===== src/rtl/rx_fifo_pkg.sv =====
// Shared defaults and sizing helpers for the receive-side character FIFO.
package rx_fifo_pkg;

  localparam int unsigned DATA_WIDTH_DEF = 8;
  localparam int unsigned DEPTH_DEF      = 8;

  // Pointer width for a power-of-two depth; the occupancy count needs one more bit.
  function automatic int unsigned ptr_w(input int unsigned depth);
    return int'($clog2(depth));
  endfunction

endpackage : rx_fifo_pkg


===== src/rtl/rise_edge_detect.sv =====
// Rising-edge detector: one-cycle pulse on a 0->1 transition of a level input.
// The history register resets to 1 so a level already high at reset release is ignored.
module rise_edge_detect (
  input  logic clock,
  input  logic reset_n,
  input  logic level,
  output logic pulse
);

  logic r_level_q;

  always_ff @(posedge clock or negedge reset_n) begin
    if (!reset_n) begin
      r_level_q <= 1'b1;
    end else begin
      r_level_q <= level;
    end
  end

  assign pulse = level & ~r_level_q;

endmodule : rise_edge_detect


===== src/rtl/rx_char_fifo.sv =====
// Receive character FIFO between the serial deserializer and the CPU PIO.
// Show-ahead head byte, level-to-event push/pop, sticky overflow on dropped pushes.
module rx_char_fifo
  import rx_fifo_pkg::*;
#(
  parameter int unsigned DATA_WIDTH = DATA_WIDTH_DEF,
  parameter int unsigned DEPTH      = DEPTH_DEF
) (
  input  logic                    clock,
  input  logic                    reset_n,
  input  logic                    charRecieved,
  input  logic [DATA_WIDTH-1:0]   data_in,
  input  logic                    pop,
  input  logic                    clear_overflow,
  output logic [DATA_WIDTH-1:0]   data_out,
  output logic                    empty,
  output logic                    full,
  output logic [ptr_w(DEPTH):0]   count,
  output logic                    overflow
);

  localparam int unsigned PW = ptr_w(DEPTH);
  localparam int unsigned CW = PW + 1;

  logic [DATA_WIDTH-1:0] r_mem [DEPTH];
  logic [PW-1:0]         r_wp;
  logic [PW-1:0]         r_rp;
  logic [CW-1:0]         r_count;
  logic                  r_overflow;

  logic w_push_ev;
  logic w_pop_ev;
  logic w_push_acc;
  logic w_pop_acc;
  logic w_empty;
  logic w_full;

  rise_edge_detect u_chr_edge (
    .clock   (clock),
    .reset_n (reset_n),
    .level   (charRecieved),
    .pulse   (w_push_ev)
  );

  rise_edge_detect u_pop_edge (
    .clock   (clock),
    .reset_n (reset_n),
    .level   (pop),
    .pulse   (w_pop_ev)
  );

  assign w_empty = (r_count == CW'(0));
  assign w_full  = (r_count == CW'(DEPTH));

  // A push into a full FIFO is only taken when a pop frees the head in the same cycle.
  assign w_push_acc = w_push_ev & (~w_full | w_pop_ev);
  assign w_pop_acc  = w_pop_ev & ~w_empty;

  // Storage array carries no reset; validity is tracked by the count.
  always_ff @(posedge clock) begin
    if (w_push_acc) begin
      r_mem[r_wp] <= data_in;
    end
  end

  always_ff @(posedge clock or negedge reset_n) begin
    if (!reset_n) begin
      r_wp <= '0;
      r_rp <= '0;
    end else begin
      if (w_push_acc) begin
        r_wp <= r_wp + PW'(1);
      end
      if (w_pop_acc) begin
        r_rp <= r_rp + PW'(1);
      end
    end
  end

  always_ff @(posedge clock or negedge reset_n) begin
    if (!reset_n) begin
      r_count <= '0;
    end else begin
      case ({w_push_acc, w_pop_acc})
        2'b10:   r_count <= r_count + CW'(1);
        2'b01:   r_count <= r_count - CW'(1);
        default: r_count <= r_count;
      endcase
    end
  end

  // Set takes priority over a concurrent clear so no drop goes unreported.
  always_ff @(posedge clock or negedge reset_n) begin
    if (!reset_n) begin
      r_overflow <= 1'b0;
    end else if (w_push_ev & w_full & ~w_pop_ev) begin
      r_overflow <= 1'b1;
    end else if (clear_overflow) begin
      r_overflow <= 1'b0;
    end
  end

  assign empty    = w_empty;
  assign full     = w_full;
  assign count    = r_count;
  assign overflow = r_overflow;
  assign data_out = w_empty ? '0 : r_mem[r_rp];

endmodule : rx_char_fifo

===== config.mk =====
export PLATFORM = sky130hd
export DESIGN_NAME = rx_char_fifo
export DESIGN_NICKNAME = d
export VERILOG_FILES = /design/src/rtl/rx_fifo_pkg.sv /design/src/rtl/rise_edge_detect.sv /design/src/rtl/rx_char_fifo.sv
export SDC_FILE = /design/constraint.sdc
export NUM_CORES = 1
export LEC_CHECK = 0
export CAP_MARGIN = 5
export CORE_MARGIN = 4
export CORE_UTILIZATION = 40
export CTS_CLUSTER_DIAMETER = 60
export CTS_CLUSTER_SIZE = 20
export DETAILED_ROUTE_END_ITERATION = 8
export SYNTH_ARGS = -nofsm -noshare
export SYNTH_HDL_FRONTEND = slang
export SYNTH_HIERARCHICAL = 1
export SYNTH_SLANG_ARGS = --single-unit
export TNS_END_PERCENT = 100

===== constraint.sdc =====
create_clock -name clock -period 4.3 [get_ports clock]
set_input_delay 0.645 -clock clock [delete_from_list [all_inputs] [get_ports clock]]
set_output_delay 0.645 -clock clock [all_outputs]
set_load 0.02 [all_outputs]

==> impl_metrics.toml, run 1 <==
[yosys]
synthMuxAreaShare_pct = 14.7
synth_simple_gate_area_share_pct = 7.09
syn-num-nets = 186
number_of_synthesis_warnings = 6
post_synth_instance_area_mm2 = 0.00318
synth_compound_gate_area_share_pct = 1.18
synth_adder_area_share_pct = 1.97
postSynthAreaPerCell_um2 = 18.9
synth_top_area_share_pct = 60.5
synth_xor_area_share_pct = 2.48
synth.yosys.seq_area_share_pct = 70.8
synth_largest_area_cell = "edfxtp_1"
synth_top_cells_by_area = "edfxtp_1, mux4_2, dfrtp_1"
synthDistinctLibCells = 34
yosys_register_bits = 77
main_combinational_cell_family_by_area_after_synthesis = "multiplexers"
syn_inst = 168

[finish]
ratio_of_cells_with_drive_above_1_in_the_final_layout_pct = 24.5
commonest_cells_after_routing_fill_and_taps_aside = "edfxtp_1, clkdlybuf4s50_1, mux4_2, nor2_1, dfrtp_1"
post-route-cell-area_mm2 = 0.00376
mostFrequentLayoutCell = "edfxtp_1"
final_core_utilization_pct = 48.6
area_growth_pct = 18.3
final_net_count = 221
nFillCells = 644
antenna-diode-count = 0

[clock_tree]
clk_pin_slew_worst_paths_ns = 0.08
clock_tree_from_tritoncts = "yes"
cts_htree_levels = 3
post_cts.repair.setup_buffers = 0
cts_hold_buffers = 0
post_cts.resized_instances = 0
cts_buffers = 9
max-clock-path-buffers = 2
worst_skew_pair.late_latency_ns = 0.34
tritoncts_num_sinks = 77
root_buffer = "clkbuf_8"

[global_routing]
grt_start_max_net_pins = 19
groute.usage.overall_pct = 13.2
via_count_of_the_first_global_routing_pass = 1701
global_route_wire_length_before_repair_um = 9140
grt_antenna_before_repair = 0
grt-ovfl-total = 0

[die]
die_height_um = 97.1
floorplan.die.width_um = 97.1
core_mm2 = 0.00773
die_area_mm2 = 0.00943
boundaryPins = 28
initial_core_util_pct = 41.1
floorplan.rows = 32

[timing]
finalWorstSetupSlack_ns = 0.986
final.period_utilization_pct = 77.1
fin_skew_ns = 0.00909
slew_viol_final = 0
max_clock_freq_ghz = 0.302
timing_worst_slew_pin_value_ns = 0.959
hold_viol_final = 0
relSlewSlack_pct = 35.8
grt_setup_unrepaired = "no"
setup_viol = 0
layout_min_cycle_time_ns = 3.31
fin_tns_setup_ns = 0

[route]
vias = 1588
wl_um = 5790
drt-wirelength-per-cell_um = 18.7
detailedRoute.firstPassIterationCount = 4
detail_route.iter0.violations = 40
route.antenna.remaining_nets = 0
routed_via_density = 5.12
drt_drc_violations_left = 0

[worst_setup_path]
cp.required_ns = 3.65
r2r_cells = 9
sort_of_element_at_the_start_of_the_critical_path = "flop"
critPathMaxStageDelay_ns = 0.68
crit_path_max_fanout = 10
slowest_stage = "dfrtp_1"
path_cells = "buf_4 -> mux4_2 -> mux2i_1 -> nor2_1 -> clkdlybuf4s50_1"
worst_ep_arrival_time_ns = 2.67
timing.critical_path.to_type = "output pin"
setup.worst_path.class = "reg2out"

[power_and_ir_drop]
vdd_drop_max_mv = 0.241
cell_internal_pwr_mw = 1.57
switching_share_of_power_pct = 34.0
power_density_mw_per_mm2 = 632
seq_power_share_pct = 45.6
leakagePower_nw = 1.27
power.combinational.fraction_pct = 33.9
total_switching_power_mw = 0.807
clock_power_share_pct = 20.5

[place]
count_of_buffers_inserted_at_the_top_level_ports = 27
last_weighted_congestion_value_of_the_routability_driven_placer = 0.752
dp_slack_ns = 1.30
post-dp-hpwl_um = 3740
placed_cell_area_mm2 = 0.00358

[outcome]
outcome = "complete, no violations"

[job]
drv.max_cap_violation_count = 0

[hold_path]
min_path_type = "reg2reg"
hold-path-cell-count = 2
power groups by stage:
stage               Clock [mW]  Combinational, mW  Sequential, mW
floorplan                    0              0.588            1.01
global placement             0              0.800            1.09
detailed placement           0              0.816            1.10
CTS                      0.501              0.820            1.09
global route             0.536              0.869            1.10
finish                   0.487              0.804            1.08
final timing paths:
kind,startpoint,end,slack [ns]
max,r_rp[0]$_DFFE_PN0P_,data_out[6],0.99
min,overflow$_DFFE_PN0P_,overflow$_DFFE_PN0P_,0.55
max reg2reg,count[1]$_DFFE_PN0P_,count[2]$_DFFE_PN0P_,1.42
min reg2reg,overflow$_DFFE_PN0P_,overflow$_DFFE_PN0P_,0.55
max in group asynchronous,reset_n,r_wp[0]$_DFFE_PN0P_,3.20
min in group asynchronous,reset_n,r_wp[1]$_DFFE_PN0P_,0.70
metrics by stage:
stage / cells / power [mW] / hold WS, ns
after floorplan: 168 / 1.60 / 0.349
after detailed placement: 294 / 1.92 / 0.556
final: 310 / 2.37 / 0.552
after global routing: 310 / 2.51 / 0.574
after CTS: 310 / 2.41 / 0.567
after global placement: 294 / 1.89 / 0.519
worst max-delay path, delay by kind of cell (launching register included):
family,cells,cell delay [ns]
flip-flops,1,0.68
buffers and inverters,2,0.91
AND/OR/NAND/NOR,1,0.06
multiplexers,2,0.69
registers in the layout, summed over array words and instances (netlist names):
register	flops
r_rp	3
u_pop_edge/r_level_q	1
count	4
overflow	1
r_wp	3
r_mem	64
u_chr_edge/r_level_q	1
cell families after synthesis:
kind of cell	count (synthesis)
muxes	26
xor gates and xnor gates	9
adders and majority gates	5
and+or+nand+nor	37
AOI/OAI and AO/OA	4
buffers and inverters	10
DFF	77
synth_stat cells, drive strengths merged:
cell and n:
or4b 1, buf 5, nor2 12, nor2b 3
mux2i 8, nand2b 3, nand3 1, edfxtp 64
nor3 5, xnor2 5, dfstp 2, a2111oi 1
inv 4, a21oi 1, ha 5, nor4b 1
nand2 7, nor4 3, o21a 1, mux4 16
o32ai 1, nand3b 1, dfrtp 11, mux2 2
xor2 4, clkbuf 1
layout make-up:
class | instances | area (um2) | share of cell area (%)
sequential | 77 | 2250 | 59.9
multi-input combinational | 81 | 886 | 23.6
timing repair buffer | 30 | 293 | 7.79
tap | 102 | 128 | 3.40
clock buffer | 9 | 124 | 3.30
clock inverter | 7 | 57.6 | 1.53
inverter | 4 | 20.0 | 0.533
routing by layer:
metal / part of all wire [%] / global-route usage (%) / vias to the layer above
met3: 4.5 / 3.37 / 14
met5: 0 / 0 / -
met1: 45 / 17.1 / 812
met2: 48 / 20.5 / 37
met4: 2.0 / 6.59 / 0
li1: - / - / 725
Note: power is estimated with default switching activity, not from simulation.
==> run 2, diff against run 1 <==
- clock period: 4.3 -> 3.1 ns (I/O delays scaled with it)
==> run 2 against run 1 <==
Effect of this change: routed wire length increased by 0.60%; sequential power rose by 35%; critical endpoint is now data_out[1]; global-route usage is 0.10 points higher; total power rose by 44%; final cell count increased by 3.5%; critical path depth shrank 1; via count grew 0.76%; core utilization up 1.3 points.
==> impl_metrics.toml, run 2 (synthesized netlist as in run 1, its figures left out) <==
[outcome]
outcome = "complete, no violations"

[timing]
setup_viol = 0
slew_viol_final = 0
max_clock_freq_ghz = 0.349
layout_min_cycle_time_ns = 2.86
relSlewSlack_pct = 43.9
timing_worst_slew_pin_value_ns = 0.842
final.period_utilization_pct = 92.4
hold_viol_final = 0
fin_skew_ns = 0.00516
grt_setup_unrepaired = "no"
fin_tns_setup_ns = 0

[worst_setup_path]
crit_path_max_fanout = 18
worst_ep_arrival_time_ns = 2.40
sort_of_element_at_the_start_of_the_critical_path = "flop"
cp.required_ns = 2.63
setup.worst_path.class = "reg2out"
timing.critical_path.to_type = "output pin"

[finish]
final_net_count = 232
nFillCells = 661
max_flop_register = "r_mem"
antenna-diode-count = 0
largest_register_ff_count = 64
commonest_cells_after_routing_fill_and_taps_aside = "edfxtp_1, clkdlybuf4s50_1, mux4_2, buf_4, nor2_1"
mostFrequentLayoutCell = "edfxtp_1"
area_growth_pct = 21.4
ratio_of_cells_with_drive_above_1_in_the_final_layout_pct = 26.5
final_cells = 321

[die]
core_mm2 = 0.00773
floorplan.rows = 32
boundaryPins = 28
initial_core_util_pct = 41.1
floorplan.die.width_um = 97.1
die_area_mm2 = 0.00943
die_height_um = 97.1

[clock_tree]
root_buffer = "clkbuf_8"
post_cts.repair.setup_buffers = 0
clk_pin_slew_worst_paths_ns = 0.08
cts_buffers = 9
worst_skew_pair.late_latency_ns = 0.34
clock_tree_from_tritoncts = "yes"
post_cts.resized_instances = 0
cts_htree_levels = 3
tritoncts_num_sinks = 77
max-clock-path-buffers = 2
cts_hold_buffers = 0

[hold_path]
min_path_type = "in2async"

[route]
vias = 1600
routed_via_density = 4.98
drt-wirelength-per-cell_um = 18.2
wl_um = 5830
detail_route.iter0.violations = 73
drt_drc_violations_left = 0
detailedRoute.firstPassIterationCount = 4
route.antenna.remaining_nets = 0

[global_routing]
via_count_of_the_first_global_routing_pass = 1696
grt-ovfl-total = 0
groute.usage.overall_pct = 13.3
grt_antenna_before_repair = 0
grt_start_max_net_pins = 19
global_route_wire_length_before_repair_um = 9170

[power_and_ir_drop]
leakagePower_nw = 1.34
switching_share_of_power_pct = 31.6
power_density_mw_per_mm2 = 887
cell_internal_pwr_mw = 2.34
seq_power_share_pct = 42.7
clock_power_share_pct = 23.4
vdd_drop_max_mv = 0.302
total_switching_power_mw = 1.08
power.combinational.fraction_pct = 34.0

[place]
count_of_buffers_inserted_at_the_top_level_ports = 27
post-dp-hpwl_um = 3850
place_inst = 305
last_weighted_congestion_value_of_the_routability_driven_placer = 0.783

[job]
drv.max_cap_violation_count = 0
[run 2: cell count changes in the layout (fill, tap and decap cells not counted), sizes merged]
cell / before / now
inv: 6 / 4
buf: 3 / 14
clkinv: 3 / 4
clkinvlp: 2 / 1
bufinv: 0 / 2
[run 2: final cells by class]
cell class	instances	area [um2]	area share, %
Clock buffer	9	124	3.21
Clock inverter	7	90.1	2.34
Inverter	4	20.0	0.519
Multi-Input combinational cell	81	871	22.6
Sequential cell	77	2250	58.3
Tap cell	102	128	3.31
Timing Repair Buffer	41	375	9.73
[run 2: final timing paths]
kind,slack [ns],to,startpoint,cells past startpoint
max in group asynchronous,2.21,r_wp[0]$_DFFE_PN0P_,reset_n,1
worst min register to register,0.54,overflow$_DFFE_PN0P_,overflow$_DFFE_PN0P_,2
worst min-delay path,0.50,r_rp[1]$_DFFE_PN0P_,reset_n,1
min in group clock,0.54,overflow$_DFFE_PN0P_,overflow$_DFFE_PN0P_,2
worst max register to register,0.49,count[2]$_DFFE_PN0P_,count[1]$_DFFE_PN0P_,10
worst max-delay path,0.24,data_out[1],r_rp[1]$_DFFE_PN0P_,4
[run 2: power by group through the flow]
stage	sequential [mW]	clock, mW	combinational, mW
6_report	1.46	0.800	1.16
2_1_floorplan	1.40	0	0.816
3_3_place_gp	1.47	0	1.17
4_1_cts	1.46	0.820	1.19
5_1_grt	1.48	0.872	1.26
3_5_place_dp	1.49	0	1.18
[run 2: layer usage]
metal  track usage, %  vias to the layer above  part of all wire (%)
met5                0                        -                     0
met3             4.31                        8                   5.6
met1             16.1                      808                    43
li1                 -                      745                     -
met2             21.3                       39                    49
met4             6.59                        0                   2.0
[run 2: worst max-delay path, cell delays in order (launching register included)]
cell	delay [ns]
dfrtp_1	0.90
mux4_2	0.42
mux2i_1	0.15
nor2_1	0.05
clkdlybuf4s50_1	0.53
[run 2: stage by stage]
step                      setup slack (ns)  util, %  power (mW)  cell area (um2)  hold slack [ns]
after floorplan                      0.499        -        2.22             3180            0.169
after global placement               0.513     47.2        2.64             3640            0.520
after detailed placement             0.396     47.2        2.67             3640            0.532
after CTS                            0.185     49.9        3.48             3860            0.501
after global routing                0.0627     49.9        3.62             3860            0.528
final                                0.236     49.9        3.42             3860            0.497
==> run 3, diff against run 2 <==
- CORE_MARGIN: 4 -> not set
- clock period: 3.1 -> 3 ns (I/O delays scaled with it)
==> run 3 against run 2 <==
Effect of this change: total power up 4.1%; clock power up 5.0%; largest power group unchanged; count of clock-buffer cells in the layout up 1.
==> impl_metrics.toml, run 3 (synthesized netlist as in run 1, its figures left out) <==
[die]
boundaryPins = 28
core_mm2 = 0.00769
initial_core_util_pct = 41.3
die_area_mm2 = 0.00830
floorplan.rows = 32
die_height_um = 91.1
floorplan.die.width_um = 91.1

[power_and_ir_drop]
power.combinational.fraction_pct = 33.9
vdd_drop_max_mv = 0.389
total_switching_power_mw = 1.14
power_density_mw_per_mm2 = 923
clock_power_share_pct = 23.6
cell_internal_pwr_mw = 2.42
seq_power_share_pct = 42.5
switching_share_of_power_pct = 32.0
leakagePower_nw = 1.35

[timing]
layout_min_cycle_time_ns = 2.81
fin_tns_setup_ns = 0
final.period_utilization_pct = 93.6
relSlewSlack_pct = 58.1
timing_worst_slew_pin_value_ns = 0.628
hold_viol_final = 0
slew_viol_final = 0
max_clock_freq_ghz = 0.356
fin_skew_ns = 0.0121
grt_setup_unrepaired = "no"
setup_viol = 0

[hold_path]
min_path_type = "in2async"

[worst_setup_path]
crit_path_max_fanout = 18
slowest_stage = "mux4_2"
setup.worst_path.class = "reg2out"
regToRegEndpoint = "count[3]$_DFFE_PN0P_"
ff_to_ff_setup_slack_ns = 0.36
path_cells = "buf_4 -> mux4_2 -> mux2i_1 -> nor2_1 -> clkdlybuf4s50_1"
r2r_cells = 8
sort_of_element_at_the_start_of_the_critical_path = "flop"
worst_ep_arrival_time_ns = 2.36
cp.required_ns = 2.55
critPathMaxStageDelay_ns = 0.55
timing.critical_path.to_type = "output pin"
r2r-start = "count[1]$_DFFE_PN0P_"

[clock_tree]
post_cts.resized_instances = 0
cts_hold_buffers = 0
cts_buffers = 9
post_cts.repair.setup_buffers = 0
tritoncts_num_sinks = 77
clock_tree_from_tritoncts = "yes"
worst_skew_pair.late_latency_ns = 0.35
cts_htree_levels = 3
clk_pin_slew_worst_paths_ns = 0.08
root_buffer = "clkbuf_8"
max-clock-path-buffers = 2

[finish]
final_core_utilization_pct = 50.2
nFillCells = 641
antenna-diode-count = 0
ratio_of_cells_with_drive_above_1_in_the_final_layout_pct = 26.9
post-route-cell-area_mm2 = 0.00386
final_net_count = 232
largest_register_ff_count = 64
mostFrequentLayoutCell = "edfxtp_1"
commonest_cells_after_routing_fill_and_taps_aside = "edfxtp_1, clkdlybuf4s50_1, mux4_2, buf_4, nor2_1"
max_flop_register = "r_mem"
area_growth_pct = 21.5

[global_routing]
via_count_of_the_first_global_routing_pass = 1742
global_route_wire_length_before_repair_um = 9140
grt-ovfl-total = 0
grt_start_max_net_pins = 19
grt_antenna_before_repair = 0
groute.usage.overall_pct = 15.6

[route]
wl_um = 5870
detail_route.iter0.violations = 50
drt-wirelength-per-cell_um = 18.3
detailedRoute.firstPassIterationCount = 4
route.antenna.remaining_nets = 0
vias = 1640
drt_drc_violations_left = 0
routed_via_density = 5.11

[place]
post-dp-hpwl_um = 3840
last_weighted_congestion_value_of_the_routability_driven_placer = 0.786
count_of_buffers_inserted_at_the_top_level_ports = 27
placed_cell_area_mm2 = 0.00364

[outcome]
outcome = "complete, no violations"

[job]
drv.max_cap_violation_count = 0
run 3: changes by cell type in the layout (fill, tap and decap cells not counted), sizes merged:
cell and change:
clkbuf +1, clkinvlp -1
run 3: power groups by stage:
stage | clock [mW] | sequential, mW | combinational [mW]
global placement | 0 | 1.52 | 1.21
finish | 0.840 | 1.52 | 1.21
global route | 0.899 | 1.54 | 1.30
detailed placement | 0 | 1.54 | 1.22
CTS | 0.859 | 1.52 | 1.23
floorplan | 0 | 1.45 | 0.843
run 3: per-stage QoR:
| stage | instances | total power [mW] | setup slack, ns | hold WS, ns |
|---|---|---|---|---|
| 4_1_cts | 321 | 3.61 | 0.0602 | 0.498 |
| 6_report | 321 | 3.56 | 0.191 | 0.475 |
| 3_3_place_gp | 305 | 2.73 | 0.415 | 0.519 |
| 3_5_place_dp | 305 | 2.76 | 0.312 | 0.523 |
| 5_1_grt | 321 | 3.74 | 0.0589 | 0.526 |
| 2_1_floorplan | 168 | 2.29 | 0.399 | 0.154 |
run 3: layer usage:
metal | global-route usage [%] | wire (um) | vias up | part of all wire, %
met2 | 25.3 | 2890 | 48 | 49
met5 | 0 | 0 | - | 0
met4 | 7.01 | 102 | 0 | 1.7
li1 | - | - | 749 | -
met1 | 19.5 | 2600 | 833 | 44
met3 | 4.44 | 283 | 10 | 4.8
run 3: final cells by class:
type / count / area, um2 / share of cell area, %
Sequential cell: 77 / 2250 / 58.3
Multi-Input combinational cell: 81 / 871 / 22.6
Timing Repair Buffer: 41 / 375 / 9.72
Clock buffer: 10 / 128 / 3.31
Tap cell: 102 / 128 / 3.31
Clock inverter: 6 / 87.6 / 2.27
Inverter: 4 / 20.0 / 0.519
run 3: how the worst max path moves through the flow:
| stage | from | to | slack (ns) | cells past startpoint |
|---|---|---|---|---|
| final | r_rp[0]$_DFFE_PN0P_ | data_out[2] | 0.19 | 5 |
| after global placement | pop | count[2]$_DFFE_PN0P_ | 0.42 | 10 |
| after floorplan | count[1]$_DFFE_PN0P_ | count[2]$_DFFE_PN0P_ | 0.40 | 10 |
| after global routing | r_rp[0]$_DFFE_PN0P_ | data_out[2] | 0.06 | 5 |
| after CTS | r_rp[1]$_DFFE_PN0P_ | data_out[2] | 0.06 | 4 |
| after detailed placement | pop | count[3]$_DFFE_PN0P_ | 0.31 | 8 |
run 3: worst max-delay path: cells and delay by family (launching register included):
family | cells | cell delay, ns
buffers and inverters | 2 | 0.87
multiplexers | 2 | 0.73
flip-flops | 1 | 0.33
AND/OR/NAND/NOR | 1 | 0.07
